[src/rtl/fu_lsu_multi_pkg.sv]
// Shared types and opcode constants for the multi-beat load/store unit.
// Optional pre/post-index forms are enabled by FU_LSU_WRITEBACK_EN.
package lsu_pkg;

  localparam logic [10:0] OPC_LDUR = 11'b11111000010;
  localparam logic [10:0] OPC_STUR = 11'b11111000000;
  // Pair family: inst[31:25]; inst[22] selects load, inst[24:23] the index form
  localparam logic [6:0]  OPC_PAIR = 7'b1010100;

  localparam logic [1:0] SGL_OFFSET = 2'b00;
  localparam logic [1:0] SGL_POST   = 2'b01;
  localparam logic [1:0] SGL_PRE    = 2'b11;
  localparam logic [1:0] PAIR_OFFSET = 2'b10;
  localparam logic [1:0] PAIR_POST   = 2'b01;
  localparam logic [1:0] PAIR_PRE    = 2'b11;

  typedef enum logic [1:0] {
    IDLE,
    REQ,
    RWAIT,
    DONE
  } state_t;

  typedef enum logic [1:0] {
    OFFSET,
    PRE,
    POST
  } addr_mode_t;

  // Sign-extended byte offset: imm9 for single accesses, imm7*8 for pairs.
  function automatic logic [63:0] lsu_offset(input logic [31:0] inst, input logic pair);
    if (pair) return {{54{inst[21]}}, inst[21:15], 3'b000};
    else      return {{55{inst[20]}}, inst[20:12]};
  endfunction

endpackage

[src/rtl/fu_lsu_multi_if.sv]
// Request/grant memory port between the load/store unit and memory.
interface fu_lsu_multi_if #(
  parameter int unsigned XLEN = 64
) ();
  logic            mem_req;
  logic            mem_we;
  logic [XLEN-1:0] mem_addr;
  logic [XLEN-1:0] mem_wdata;
  logic            mem_gnt;
  logic            mem_rvalid;
  logic [XLEN-1:0] mem_rdata;

  modport master (
    output mem_req, mem_we, mem_addr, mem_wdata,
    input  mem_gnt, mem_rvalid, mem_rdata
  );

  modport slave (
    input  mem_req, mem_we, mem_addr, mem_wdata,
    output mem_gnt, mem_rvalid, mem_rdata
  );
endinterface

[src/rtl/fu_lsu_multi_decode.sv]
// Combinational A64 decoder for LDUR/STUR and LDP/STP.
// Pre/post-index forms are recognised only with FU_LSU_WRITEBACK_EN.
module lsu_decode
  import lsu_pkg::*;
#(
  parameter int unsigned XLEN = 64
) (
  input  logic [31:0]     inst,
  output logic            is_load,
  output logic [1:0]      num_beats,
  output logic [XLEN-1:0] offset,
  output addr_mode_t      mode,
  output logic            supported
);

  logic        single;
  logic        pair;
  logic [63:0] off_full;
  logic        unused_bits;

  assign single      = (inst[31:21] == OPC_LDUR) || (inst[31:21] == OPC_STUR);
  assign pair        = (inst[31:25] == OPC_PAIR);
  assign off_full    = lsu_offset(inst, pair);
  assign offset      = off_full[XLEN-1:0];
  assign unused_bits = ^inst[9:0];

  always_comb begin
    is_load   = 1'b0;
    num_beats = 2'd1;
    mode      = OFFSET;
    supported = 1'b0;
    if (single) begin
      is_load = inst[22];
      case (inst[11:10])
        SGL_OFFSET: supported = 1'b1;
`ifdef FU_LSU_WRITEBACK_EN
        SGL_PRE: begin
          supported = 1'b1;
          mode      = PRE;
        end
        SGL_POST: begin
          supported = 1'b1;
          mode      = POST;
        end
`endif
        default: supported = 1'b0;
      endcase
    end else if (pair) begin
      is_load   = inst[22];
      num_beats = 2'd2;
      case (inst[24:23])
        PAIR_OFFSET: supported = 1'b1;
`ifdef FU_LSU_WRITEBACK_EN
        PAIR_PRE: begin
          supported = 1'b1;
          mode      = PRE;
        end
        PAIR_POST: begin
          supported = 1'b1;
          mode      = POST;
        end
`endif
        default: supported = 1'b0;
      endcase
    end
  end

endmodule

[src/rtl/fu_lsu_multi.sv]
// Load/store functional unit: single and paired accesses split into beats.
// FU_LSU_WRITEBACK_EN adds pre/post-index forms with base writeback on slot 2.
module fu_lsu_multi
  import lsu_pkg::*;
#(
  parameter int unsigned XLEN       = 64,
  parameter int unsigned INST_ID_W  = 8,
  parameter int unsigned PRN_W      = 7,
  parameter int unsigned NUM_OUT    = 3,
  parameter int unsigned BEAT_BYTES = 8
) (
  input  logic                     clk,
  input  logic                     rst,
  input  logic                     inst_valid,
  input  logic [31:0]              inst,
  input  logic [INST_ID_W-1:0]     inst_id,
  input  logic [3*XLEN-1:0]        op,
  input  logic [NUM_OUT*PRN_W-1:0] out_prn,
  input  logic [NUM_OUT-1:0]       out_prn_valid,
  output logic                     fu_ready,
  output logic                     fu_out_valid,
  output logic [INST_ID_W-1:0]     fu_out_inst_id,
  output logic [NUM_OUT*PRN_W-1:0] fu_out_prn,
  output logic [NUM_OUT-1:0]       fu_out_prn_valid,
  output logic [NUM_OUT*XLEN-1:0]  fu_out_data,
  output logic [NUM_OUT-1:0]       fu_out_data_valid,
  fu_lsu_multi_if.master           mem
);

  state_t                   state;
  logic                     beat;
  logic                     load_q;
  logic [1:0]               num_beats_q;
  logic [XLEN-1:0]          offset_q;
  addr_mode_t               mode_q;
  logic [INST_ID_W-1:0]     id_q;
  logic [3*XLEN-1:0]        op_q;
  logic [NUM_OUT*PRN_W-1:0] prn_q;
  logic [NUM_OUT-1:0]       prn_valid_q;
  logic [XLEN-1:0]          rdata_q [2];
`ifdef FU_LSU_WRITEBACK_EN
  logic                     wb_q;
`endif

  logic            d_is_load;
  logic [1:0]      d_num_beats;
  logic [XLEN-1:0] d_offset;
  addr_mode_t      d_mode;
  logic            d_supported;

  logic            accept;
  logic            last_beat;
  logic [XLEN-1:0] base;
  logic [XLEN-1:0] ea;

  lsu_decode #(.XLEN(XLEN)) u_decode (
    .inst      (inst),
    .is_load   (d_is_load),
    .num_beats (d_num_beats),
    .offset    (d_offset),
    .mode      (d_mode),
    .supported (d_supported)
  );

  assign fu_ready  = (state == IDLE) || (state == DONE);
  assign accept    = inst_valid && fu_ready;
  assign last_beat = beat || (num_beats_q == 2'd1);
  assign base      = op_q[XLEN-1:0];
  assign ea        = base + offset_q;

  assign mem.mem_req   = (state == REQ);
  assign mem.mem_we    = (state == REQ) && !load_q;
  assign mem.mem_addr  = ((mode_q == POST) ? base : ea) + (beat ? XLEN'(BEAT_BYTES) : '0);
  assign mem.mem_wdata = beat ? op_q[3*XLEN-1:2*XLEN] : op_q[2*XLEN-1:XLEN];

  // Decoded fields are latched instead of the raw encoding; the decoder
  // looks at the incoming instruction so the first beat starts right away.
  always_ff @(posedge clk) begin
    if (rst) begin
      state       <= IDLE;
      beat        <= 1'b0;
      load_q      <= 1'b0;
      num_beats_q <= 2'd1;
      offset_q    <= '0;
      mode_q      <= OFFSET;
      id_q        <= '0;
      op_q        <= '0;
      prn_q       <= '0;
      prn_valid_q <= '0;
      rdata_q[0]  <= '0;
      rdata_q[1]  <= '0;
`ifdef FU_LSU_WRITEBACK_EN
      wb_q        <= 1'b0;
`endif
    end else begin
      case (state)
        IDLE, DONE: begin
          if (accept) begin
            beat        <= 1'b0;
            load_q      <= d_supported && d_is_load;
            num_beats_q <= d_num_beats;
            offset_q    <= d_offset;
            mode_q      <= d_mode;
            id_q        <= inst_id;
            op_q        <= op;
            prn_q       <= out_prn;
            prn_valid_q <= out_prn_valid;
            rdata_q[0]  <= '0;
            rdata_q[1]  <= '0;
`ifdef FU_LSU_WRITEBACK_EN
            wb_q        <= d_supported && (d_mode != OFFSET);
`endif
            state       <= d_supported ? REQ : DONE;
          end else begin
            state <= IDLE;
          end
        end
        REQ: begin
          if (mem.mem_gnt) begin
            if (load_q) begin
              state <= RWAIT;
            end else if (last_beat) begin
              state <= DONE;
            end else begin
              beat  <= 1'b1;
              state <= REQ;
            end
          end
        end
        RWAIT: begin
          if (mem.mem_rvalid) begin
            rdata_q[beat] <= mem.mem_rdata;
            if (last_beat) begin
              state <= DONE;
            end else begin
              beat  <= 1'b1;
              state <= REQ;
            end
          end
        end
        default: state <= IDLE;
      endcase
    end
  end

  assign fu_out_valid     = (state == DONE);
  assign fu_out_inst_id   = id_q;
  assign fu_out_prn       = prn_q;
  assign fu_out_prn_valid = (state == DONE) ? prn_valid_q : '0;

  // Slot layout assumes NUM_OUT >= 3: 0/1 load beats, 2 base writeback.
  always_comb begin
    fu_out_data       = '0;
    fu_out_data_valid = '0;
    fu_out_data[0*XLEN +: XLEN] = rdata_q[0];
    fu_out_data[1*XLEN +: XLEN] = rdata_q[1];
`ifdef FU_LSU_WRITEBACK_EN
    fu_out_data[2*XLEN +: XLEN] = ea;
`endif
    if (state == DONE) begin
      fu_out_data_valid[0] = load_q && prn_valid_q[0];
      fu_out_data_valid[1] = load_q && (num_beats_q == 2'd2) && prn_valid_q[1];
`ifdef FU_LSU_WRITEBACK_EN
      fu_out_data_valid[2] = wb_q && prn_valid_q[2];
`endif
    end
  end

endmodule
[src/flat_wrapper.sv]
// flat-port wrapper written by rule: the top's interface ports become plain ports
module fu_lsu_multi_flat import lsu_pkg::*;
#(
  parameter int unsigned XLEN       = 64,
  parameter int unsigned INST_ID_W  = 8,
  parameter int unsigned PRN_W      = 7,
  parameter int unsigned NUM_OUT    = 3,
  parameter int unsigned BEAT_BYTES = 8
)
  (clk, rst, inst_valid, inst, inst_id, op, out_prn, out_prn_valid, fu_ready, fu_out_valid, fu_out_inst_id, fu_out_prn, fu_out_prn_valid, fu_out_data, fu_out_data_valid, mem_mem_req, mem_mem_we, mem_mem_addr, mem_mem_wdata, mem_mem_gnt, mem_mem_rvalid, mem_mem_rdata);
  fu_lsu_multi_if #(.XLEN(XLEN)) mem_i ();
  input  logic clk;
  input  logic rst;
  input  logic inst_valid;
  input  logic [31:0] inst;
  input  logic [INST_ID_W-1:0] inst_id;
  input  logic [3*XLEN-1:0] op;
  input  logic [NUM_OUT*PRN_W-1:0] out_prn;
  input  logic [NUM_OUT-1:0] out_prn_valid;
  output logic fu_ready;
  output logic fu_out_valid;
  output logic [INST_ID_W-1:0] fu_out_inst_id;
  output logic [NUM_OUT*PRN_W-1:0] fu_out_prn;
  output logic [NUM_OUT-1:0] fu_out_prn_valid;
  output logic [NUM_OUT*XLEN-1:0] fu_out_data;
  output logic [NUM_OUT-1:0] fu_out_data_valid;
  output wire logic [$bits(mem_i.mem_req)-1:0] mem_mem_req;
  output wire logic [$bits(mem_i.mem_we)-1:0] mem_mem_we;
  output wire logic [$bits(mem_i.mem_addr)-1:0] mem_mem_addr;
  output wire logic [$bits(mem_i.mem_wdata)-1:0] mem_mem_wdata;
  input wire logic [$bits(mem_i.mem_gnt)-1:0] mem_mem_gnt;
  input wire logic [$bits(mem_i.mem_rvalid)-1:0] mem_mem_rvalid;
  input wire logic [$bits(mem_i.mem_rdata)-1:0] mem_mem_rdata;
  assign mem_mem_req = mem_i.mem_req;
  assign mem_mem_we = mem_i.mem_we;
  assign mem_mem_addr = mem_i.mem_addr;
  assign mem_mem_wdata = mem_i.mem_wdata;
  assign mem_i.mem_gnt = mem_mem_gnt;
  assign mem_i.mem_rvalid = mem_mem_rvalid;
  assign mem_i.mem_rdata = mem_mem_rdata;
  fu_lsu_multi #(.XLEN(XLEN), .INST_ID_W(INST_ID_W), .PRN_W(PRN_W), .NUM_OUT(NUM_OUT), .BEAT_BYTES(BEAT_BYTES)) u_core (.clk(clk), .rst(rst), .inst_valid(inst_valid), .inst(inst), .inst_id(inst_id), .op(op), .out_prn(out_prn), .out_prn_valid(out_prn_valid), .fu_ready(fu_ready), .fu_out_valid(fu_out_valid), .fu_out_inst_id(fu_out_inst_id), .fu_out_prn(fu_out_prn), .fu_out_prn_valid(fu_out_prn_valid), .fu_out_data(fu_out_data), .fu_out_data_valid(fu_out_data_valid), .mem(mem_i));
endmodule
[config.mk]
export PLATFORM = sky130hd
export DESIGN_NAME = fu_lsu_multi_flat
export DESIGN_NICKNAME = d
export VERILOG_FILES = /design/src/rtl/fu_lsu_multi_pkg.sv /design/src/rtl/fu_lsu_multi_if.sv /design/src/rtl/fu_lsu_multi_decode.sv /design/src/rtl/fu_lsu_multi.sv /design/src/flat_wrapper.sv
export SDC_FILE = /design/constraint.sdc
export NUM_CORES = 1
export LEC_CHECK = 0
export CAP_MARGIN = 20
export CORE_AREA = 5 5 261 263
export DETAILED_ROUTE_END_ITERATION = 7
export DIE_AREA = 0 0 266 268
export PLACE_DENSITY = 0.58
export SLEW_MARGIN = 10
export SYNTH_ARGS = -nofsm -noshare
export SYNTH_HDL_FRONTEND = slang
export SYNTH_SLANG_ARGS = --single-unit
[constraint.sdc]
create_clock -name clk -period 6.4 [get_ports clk]
set_input_delay 1.28 -clock clk [delete_from_list [all_inputs] [get_ports clk]]
set_output_delay 1.28 -clock clk [all_outputs]
set_load 0.005 [all_outputs]
Yosys cells after proc, flatten, opt, wreduce, memory -nomap -nowiden

Memory sizes are Yosys's and may differ from the RTL's.
Cells that the tools add are included.

Register bits: 294
Bits in writable memories: 128
Memories: 1

Memories:

| name           | words | bits a word | rd ports | clocked after memory_dff | wr ports | line               | text |
|---|---|---|---|---|---|---|---|
| u_core.rdata_q | 2     | 64          | 2        | 0                        | 2        | fu_lsu_multi.sv:40 | `logic [XLEN-1:0] rdata_q [2];` |

Add/subtract/negate cells: 2
Equal/unequal tests: 13
Multiplexer cells: 41
Bitwise gates (word level): 2
Reductions and logical operators: 17

Operators with widths:

| kind                                                                    | count |
|---|---|
| 64-bit 2-to-1 mux                                                       | 5 |
| 64-bit adder                                                            | 2 |
| 64-bit OR reduction                                                     | 1 |
| 1-bit 2-to-1 mux                                                        | 23 |
| 11-bit equality test, second input constant                             | 2 |
| 2-bit 2-to-1 mux                                                        | 9 |
| 2-bit equality test, second input constant                              | 4 |
| 7-bit equality test, second input constant                              | 1 |
| 1-bit logical AND                                                       | 6 |
| 2-bit one-hot mux with 3 select lines                                   | 1 |
| 2-bit by 1-bit equality test with 1-bit output, second input constant   | 2 |
| 2-bit zero test                                                         | 2 |
| 4-bit 2-to-1 mux                                                        | 1 |
| 2-bit by 1-bit inequality test with 1-bit output, second input constant | 2 |
| 2-bit inequality test, second input constant                            | 2 |
| 2-bit AND reduction                                                     | 2 |
| 4-bit AND reduction                                                     | 1 |
| 1-bit logical OR                                                        | 3 |
| 3-bit 2-to-1 mux                                                        | 1 |
| 1-bit one-hot mux with 3 select lines                                   | 1 |
| 1-bit bitwise OR                                                        | 2 |
| 2-bit OR reduction                                                      | 1 |
| 1-bit zero test                                                         | 1 |

Logic depth before layout (Yosys ltp)

Gate-level depths: netlist (run 1).

Depth in word-level cells: 9
Mapped depth: 12
Mapped depth without buffers: 12

Hierarchy

A second synthesis (run 1) with hierarchy kept.

Cells, all modules: 2,831
Area, all modules: 23,500.0 um^2

Modules (own cells, without submodules):

| module       | times used | cells an instance | area an instance (um^2) | seq. area each (um^2) |
|---|---|---|---|---|
| fu_lsu_multi | 1          | 2,751             | 22,894.5                | 9,769.4 |
| lsu_decode   | 1          | 80                | 605.6                   | 0.0 |

Worst setup path after synthesis (run 1)

Ideal clock, no wire load.

Path type: register to output
From: register u_core.offset_q[62] (netlist name)
To: output port mem_mem_addr[60]
Arrival: 3,914 ps
Required time: 5,120 ps
Setup slack: 1,206 ps
Cell stages (with the launch flop): 12
Path buffers: 1
Path through: dfxtp_1 -> ha_1 -> ha_1 -> clkbuf_1 -> a21o_1 -> o21bai_1 -> a221o_1 -> a221oi_1 -> nand4b_1 -> a21oi_1 -> nor4_1 -> a211o_1

RTL lines:

| what          | line               | text |
|---|---|---|
| end, declared | flat_wrapper.sv:29 | `output wire logic [$bits(mem_i.mem_addr)-1:0] mem_mem_addr;` |

==> metrics.txt, run 1 <==
startpoint class of the critical path flip-flop; Max H-tree Level 2; total negative setup slack 0 ns; Hold Violations, Final 0; share of cells above drive strength 1 0.0684; First-pass DRT Iterations 5; Final ANT Viol Nets 0; total of max-cap violations 0; Synth area leaders dfxtp_1, edfxtp_1, a22o_1, ha_1, and2_1; Die Width 266 µm; Post-CTS Setup Inserts 0; routability congestion estimate around 0.86; Detailed Route WL 64500 µm; dominant cell type by area after synthesis dfxtp_1; post-synth top area share 0.264; most frequent cells after synthesis dfxtp_1, a22o_1, and2_1; min cycle time layout between 6 and 7 ns; clock root buffer master clkbuf_16; number of synthesized flops with an enable pin approximately 130; clk_skew about 0.013 ns; Switching Share 0.325; num ports roughly 680; Primary FF master, synth dfxtp_1; initial antenna violation count 12; core area 65400 µm²; Top Family by Delay on Critical Path compound AO/OA/AOI/OAI gates; Rows 94; cell at the slowest stage of the critical path clkdlybuf4s50_1; GR peak layer met2; combinational share of power 0.383; critical-path cell list ha_1 > ha_1 > a21oi_1 > o211ai_1 > a41oi_1 > a31oi_1 > a21oi_1 > o21ai_0 > o211a_1 > a2111oi_2 > clkdlybuf4s50_1; period utilization 0.957; Slew headroom -0.0182; maximum buffer depth of the clock tree 3; detailed placement HPWL 48800 µm; internal power roughly 6.2 mW; met2 Usage GRT 0.284; Worst Hold Class flip-flop to flip-flop; Seq/Total Area, Yosys 0.476; synth warn 0; #FFs+latches synth about 370; vias per cell 4.82; ys async rst share 0; Die Y 268 µm; final worst slack around 0.28 ns; Starting Density 0.278; worst-path fanout max 24; Clock power frac 0.258; met3 GRT Util 0.0472; Slew @ Worst Pin between 1.5 and 2 ns; Arrival @ worst endpoint slightly below 5 ns; Critical Path RT 5.12 ns; hold_buf cts 0; Distinct cells, synth 69; maximum clock rate approximately 160 MHz; Power per Cell Area about 350 nW/µm²; Final Non-Filler Cells roughly 3100; Mapped Avg Cell Area approximately 11 µm²; Inserted Clock Buffers 44; dpl ws roughly 0.64 ns; Total GRT Usage 0.168; final net count between 2000 and 3000; Sw Pwr ~3 mW; DR DRC count 0; Mapped Area about 18000 µm²; worst vdd ir 0.000234 V; placed cells 3052; pin count of the biggest net entering global routing 238; wire length of the first global-routing pass around 94000 µm; TritonCTS clock tree yes; Seq pwr share 0.359; worst skew pair latency roughly 0.57 ns; Reg clk slew, reported paths approximately 0.06 ns; Initial DRC Count 950; Cells after Synth 1678; routed wire length per instance 20.5 µm; RSZ-0062 raised after global routing false; GRT met1 Usage 0.204; status finished with violations; LEAKAGE ~11 nW; gr ovfl total 0; Worst Path Buf+Inv 1; synthesis-to-layout area growth 44.3%; vias after detailed routing between 15000 and 20000; die footprint a little over 70000 µm²; port bufs approximately 600; most frequent cell after synthesis dfxtp_1; failing checks max-slew violations; final setup fails 0; CTS Sinks roughly 370; vias in the first global route 15200; crit end category output pin; max incr delay on CP just over 0.6 ns; Slew Limit Fails between 40 and 50; CP Class flip-flop to output pin
[worst register-to-register path, cell delays in order, from the launching register on]
cell and delay [ns]:
dfxtp_1 0.38, ha_1 0.25, nand2_1 0.12, nor3_2 0.13, buf_4 0.52, nand2b_2 0.82
buf_4 0.42
[layer usage]
metal	vias up	routed length (µm)
li1	7258	-
met1	7319	26000
met2	486	31800
met3	92	4510
met4	0	2130
met5	-	0
[power groups by stage]
| stage | clock network [mW] | registers [mW] | logic, mW |
|---|---|---|---|
| finish | 2.38 | 3.31 | 3.54 |
| global route | 2.56 | 3.37 | 3.83 |
| CTS | 2.47 | 3.31 | 3.58 |
| detailed placement | 0 | 3.35 | 3.56 |
| global placement | 0 | 3.34 | 3.53 |
| floorplan | 0 | 3.32 | 1.65 |
[state kept, by name, summed over array words and instances (netlist names), 2 cells and up]
signal and flops:
u_core.offset_q 10, u_core.fu_out_prn 21, u_core.rdata_q 128, u_core.op_q 192, u_core.state 2, u_core.prn_valid_q 3, u_core.num_beats_q 2, u_core.fu_out_inst_id 8
[metrics by stage]
| step | cell area (µm²) | power, mW | hold slack (ns) | util |
|---|---|---|---|---|
| 6_report | 26200 | 9.22 | 0.474 | 0.401 |
| 3_5_place_dp | 24800 | 6.91 | 0.459 | 0.380 |
| 2_1_floorplan | 18400 | 4.97 | 0.441 | - |
| 3_3_place_gp | 24800 | 6.87 | 0.455 | 0.380 |
| 4_1_cts | 26200 | 9.37 | 0.476 | 0.401 |
| 5_1_grt | 26200 | 9.76 | 0.484 | 0.401 |
[layout by cell type (no fill, tap or decap), types with 7 or more instances in the layout]
master,n
a21o_1,26
a21oi_1,80
a22o_1,234
a31oi_1,11
and2_1,134
and3_1,7
buf_4,8
clkbuf_1,18
clkbuf_16,45
clkdlybuf4s50_1,608
conb_1,65
dfxtp_1,238
diode_2,11
edfxtp_1,128
ha_1,127
inv_1,32
mux2_2,64
nand2_1,80
nand2b_1,7
nand3_1,11
nand4_1,31
nor2_1,55
nor3_1,16
nor4_1,8
o211ai_1,9
o21a_1,10
o21ai_0,31
o21bai_1,13
xnor2_1,28
xor2_1,30
[worst paths after layout]
check,startpoint,depth (start not counted),slack [ns],to
min,u_core.op_q[73]$_SDFFE_PP0P_,1,0.47,u_core.op_q[73]$_SDFFE_PP0P_
max reg2reg,u_core.state[1]$_SDFFE_PP0P_,6,3.44,u_core.rdata_q[1][17]$_SDFFCE_PN0P_
min reg2reg,u_core.op_q[73]$_SDFFE_PP0P_,1,0.47,u_core.op_q[73]$_SDFFE_PP0P_
max,u_core.offset_q[62]$_SDFFE_PP0P_,11,0.28,mem_mem_addr[57]
[cell families after synthesis]
group / count (synthesis) / share of synthesized area
AO/OA/AOI/OAI: 472 / 0.199
AND/OR/NAND/NOR: 381 / 0.112
flip-flops: 368 / 0.476
buffers and inverters: 204 / 0.0558
adder cells (fa/ha/maj): 129 / 0.0896
multiplexers: 65 / 0.0402
XOR/XNOR: 58 / 0.0279
other: 1 / 0.000206
[area by class of cell]
cell class	count	area (µm²)
Antenna cell	11	27.5
Inverter	32	120
Tap cell	864	1080
Fill cell	6333	39200
Timing Repair Buffer	618	6190
Clock inverter	11	103
Multi-Input combinational cell	1170	8800
Clock buffer	68	1260
Sequential cell	368	8650
[timing repair]
| action | in CTS | in global routing |
|---|---|---|
| pin swaps | 0 | 1 |
| setup endpoints to repair | 1 | 3 |
| gates resized for setup | 1 | 1 |
| hold endpoints to repair | 0 | 0 |
Power figures use the tool's default switching activity.
==> inputs of run 2 (changes only) <==
Settings changed: ABC_CLOCK_PERIOD_IN_PS from default to 6400.
==> results of run 2 <==
No change in the layout: final DEF, timing and power equal those of run 1.
==> inputs of run 3 (changes only) <==
--- a/config.mk
+++ b/config.mk
@@ -7,7 +7,7 @@
 export LEC_CHECK = 0
-export ABC_CLOCK_PERIOD_IN_PS = 6400
+export ABC_CLOCK_PERIOD_IN_PS = 4950
 export CAP_MARGIN = 20
-export CORE_AREA = 5 5 261 263
+export CORE_AREA = 2 2 262 264
 export DETAILED_ROUTE_END_ITERATION = 7
-export DIE_AREA = 0 0 266 268
+export DIE_AREA = 0 0 264 266
 export PLACE_DENSITY = 0.58
==> constraint.sdc (replaced) <==
create_clock -name clk -period 4.95 [get_ports clk]
set_input_delay 0.495 -clock clk [delete_from_list [all_inputs] [get_ports clk]]
set_output_delay 0.495 -clock clk [all_outputs]
set_load 0.005 [all_outputs]
==> metrics.txt, run 3 (same netlist as run 1, synthesis figures left out) <==
Final Non-Filler Cells between 3000 and 4000; TritonCTS clock tree yes; Slew Limit Fails 0; Critical Path RT 4.45 ns; total negative setup slack 0 ns; critical-path cell list inv_1 > fa_1 > inv_1 > ha_1 > nand2b_1 > a21oi_1 > o211ai_1 > a31oi_1 > buf_4 > a21oi_2 > o21ai_2 > o211a_1 > a2111oi_4 > clkdlybuf4s50_1; CP Class flip-flop to output pin; Arrival @ worst endpoint about 4.3 ns; Worst Hold Class flip-flop to flip-flop; most common cell after layout, fill and taps aside clkdlybuf4s50_1; Total GRT Usage 0.168; vias per cell about 4.8; routed wire length per instance between 15 and 20 µm; worst vdd ir 0.000274 V; num ports a little under 700; Inserted Clock Buffers 44; vias in the first global route 15100; Power per Cell Area approximately 450 nW/µm²; crit end category output pin; LEAKAGE between 10 and 15 nW; First-pass DRT Iterations 5; maximum clock rate approximately 210 MHz; Detailed Route WL 62700 µm; gr ovfl total 0; final net count 2714; Die Width about 260 µm; filler cell count between 6000 and 7000; Biggest register u_core.op_q; Final Util 0.395; initial antenna violation count 6; wire length of the first global-routing pass 92300 µm; port bufs between 600 and 700; synthesis-to-layout area growth 47.2%; clock root buffer master clkbuf_16; detailed placement HPWL ~47000 µm; Rows between 90 and 100; die footprint around 70000 µm²; clk_skew roughly 0.025 ns; max incr delay on CP about 0.58 ns; Die Y between 200 and 300 µm; total of max-cap violations 0; Reg clk slew, reported paths around 0.06 ns; core area around 68000 µm²; placed cells a little over 3000; Slew @ Worst Pin around 1.3 ns; Final ANT Viol Nets 0; dpl cell area between 20000 and 25000 µm²; cell at the slowest stage of the critical path clkdlybuf4s50_1; most frequent cells in the layout clkdlybuf4s50_1, dfxtp_1, a22o_1, and2_1, edfxtp_1; maximum buffer depth of the clock tree 3; status complete, no violations; vias after detailed routing 15200; Max H-tree Level 2; share of cells above drive strength 1 0.0976; Initial DRC Count 926; Slew headroom 0.151; CTS Sinks between 300 and 400; startpoint class of the critical path flip-flop; Starting Density 0.268; worst hold margin approximately 0.47 ns; RSZ-0062 raised after global routing true; worst-path fanout max 4; Hold Violations, Final 0; worst skew pair latency between 0.5 and 0.6 ns; period utilization 0.969; routability congestion estimate about 0.89; max reg flops about 190; pin count of the biggest net entering global routing approximately 230; design area 26800 µm²; min cycle time layout 4.80 ns; final setup fails 0; CP most frequent cell inv_1; DR DRC count 0
run 3: cell count changes in the layout (fill, tap and decap cells not counted), moves of 4 or more:
| cell | before | now |
|---|---|---|
| buf_4 | 8 | 29 |
| ha_1 | 127 | 113 |
| ha_2 | 0 | 9 |
| diode_2 | 11 | 3 |
| a21oi_1 | 80 | 73 |
| a21oi_2 | 0 | 7 |
| clkbuf_1 | 18 | 13 |
| ha_4 | 0 | 5 |
| clkdlybuf4s50_1 | 608 | 604 |
| o21ai_0 | 31 | 27 |
run 3: report_power, final:
part | internal [mW] | switching [mW] | leakage, nW
logic | 2.46 | 2.26 | 6.98
clock network | 1.83 | 1.34 | 0.691
registers | 3.92 | 0.360 | 3.36
run 3: layout make-up:
type | count | area, µm² | share of cell area
diodes | 3 | 7.51 | 0.000281
multi-input cells | 1170 | 9030 | 0.337
flip-flops and latches | 368 | 8650 | 0.323
clock buffers | 64 | 1260 | 0.0470
repair buffers | 644 | 6420 | 0.240
inverters | 32 | 120 | 0.00449
clock inverters | 18 | 164 | 0.00613
well taps | 882 | 1100 | 0.0413
run 3: path summary, 6_finish.rpt:
kind,start,endpoint,slack [ns],depth (start not counted)
setup / recovery,u_core.beat$_SDFFE_PP0P_,mem_mem_addr[57],0.15,14
hold / removal,u_core.op_q[157]$_SDFFE_PP0P_,u_core.op_q[157]$_SDFFE_PP0P_,0.47,1
hold reg to reg,u_core.op_q[157]$_SDFFE_PP0P_,u_core.op_q[157]$_SDFFE_PP0P_,0.47,1
setup reg to reg,u_core.state[0]$_SDFFE_PP0P_,u_core.op_q[166]$_SDFFE_PP0P_,2.16,5
run 3: critical path: cells and delay by family, from the launching register on:
family / cells / cell delay (ns)
adder cells (fa/ha/maj): 2 / 0.84
AO/OA/AOI/OAI: 7 / 1.50
AND/OR/NAND/NOR: 1 / 0.14
flip-flops: 1 / 0.32
buffers and inverters: 4 / 0.91
run 3: per-layer routing:
| layer | wire length, µm | GRT usage | part of all wire | up-vias |
|---|---|---|---|---|
| li1 | - | - | - | 7302 |
| met1 | 25900 | 0.207 | 0.41 | 7329 |
| met2 | 31400 | 0.291 | 0.50 | 458 |
| met3 | 3720 | 0.0404 | 0.059 | 97 |
| met4 | 1600 | 0.0493 | 0.025 | 8 |
| met5 | 41 | 0 | 0.00065 | - |
run 3: what timing repair did:
| item | CTS | global route |
|---|---|---|
| hold buffers | 0 | 0 |
| endpoints found under the setup margin | 24 | 22 |
| pin swaps | 6 | 7 |
| gates cloned | 0 | 0 |
| endpoints found under the hold margin | 0 | 0 |
| buffers inserted | 6 | 5 |
| gates resized for setup | 25 | 32 |
run 3: metrics by stage:
| stage | worst slack (ns) | power (mW) |
|---|---|---|
| finish | 0.155 | 12.2 |
| global route | -0.0698 | 12.9 |
| CTS | 0.00448 | 12.3 |
| detailed placement | 0.220 | 8.98 |
| global placement | 0.249 | 8.92 |
| floorplan | 0.541 | 6.43 |
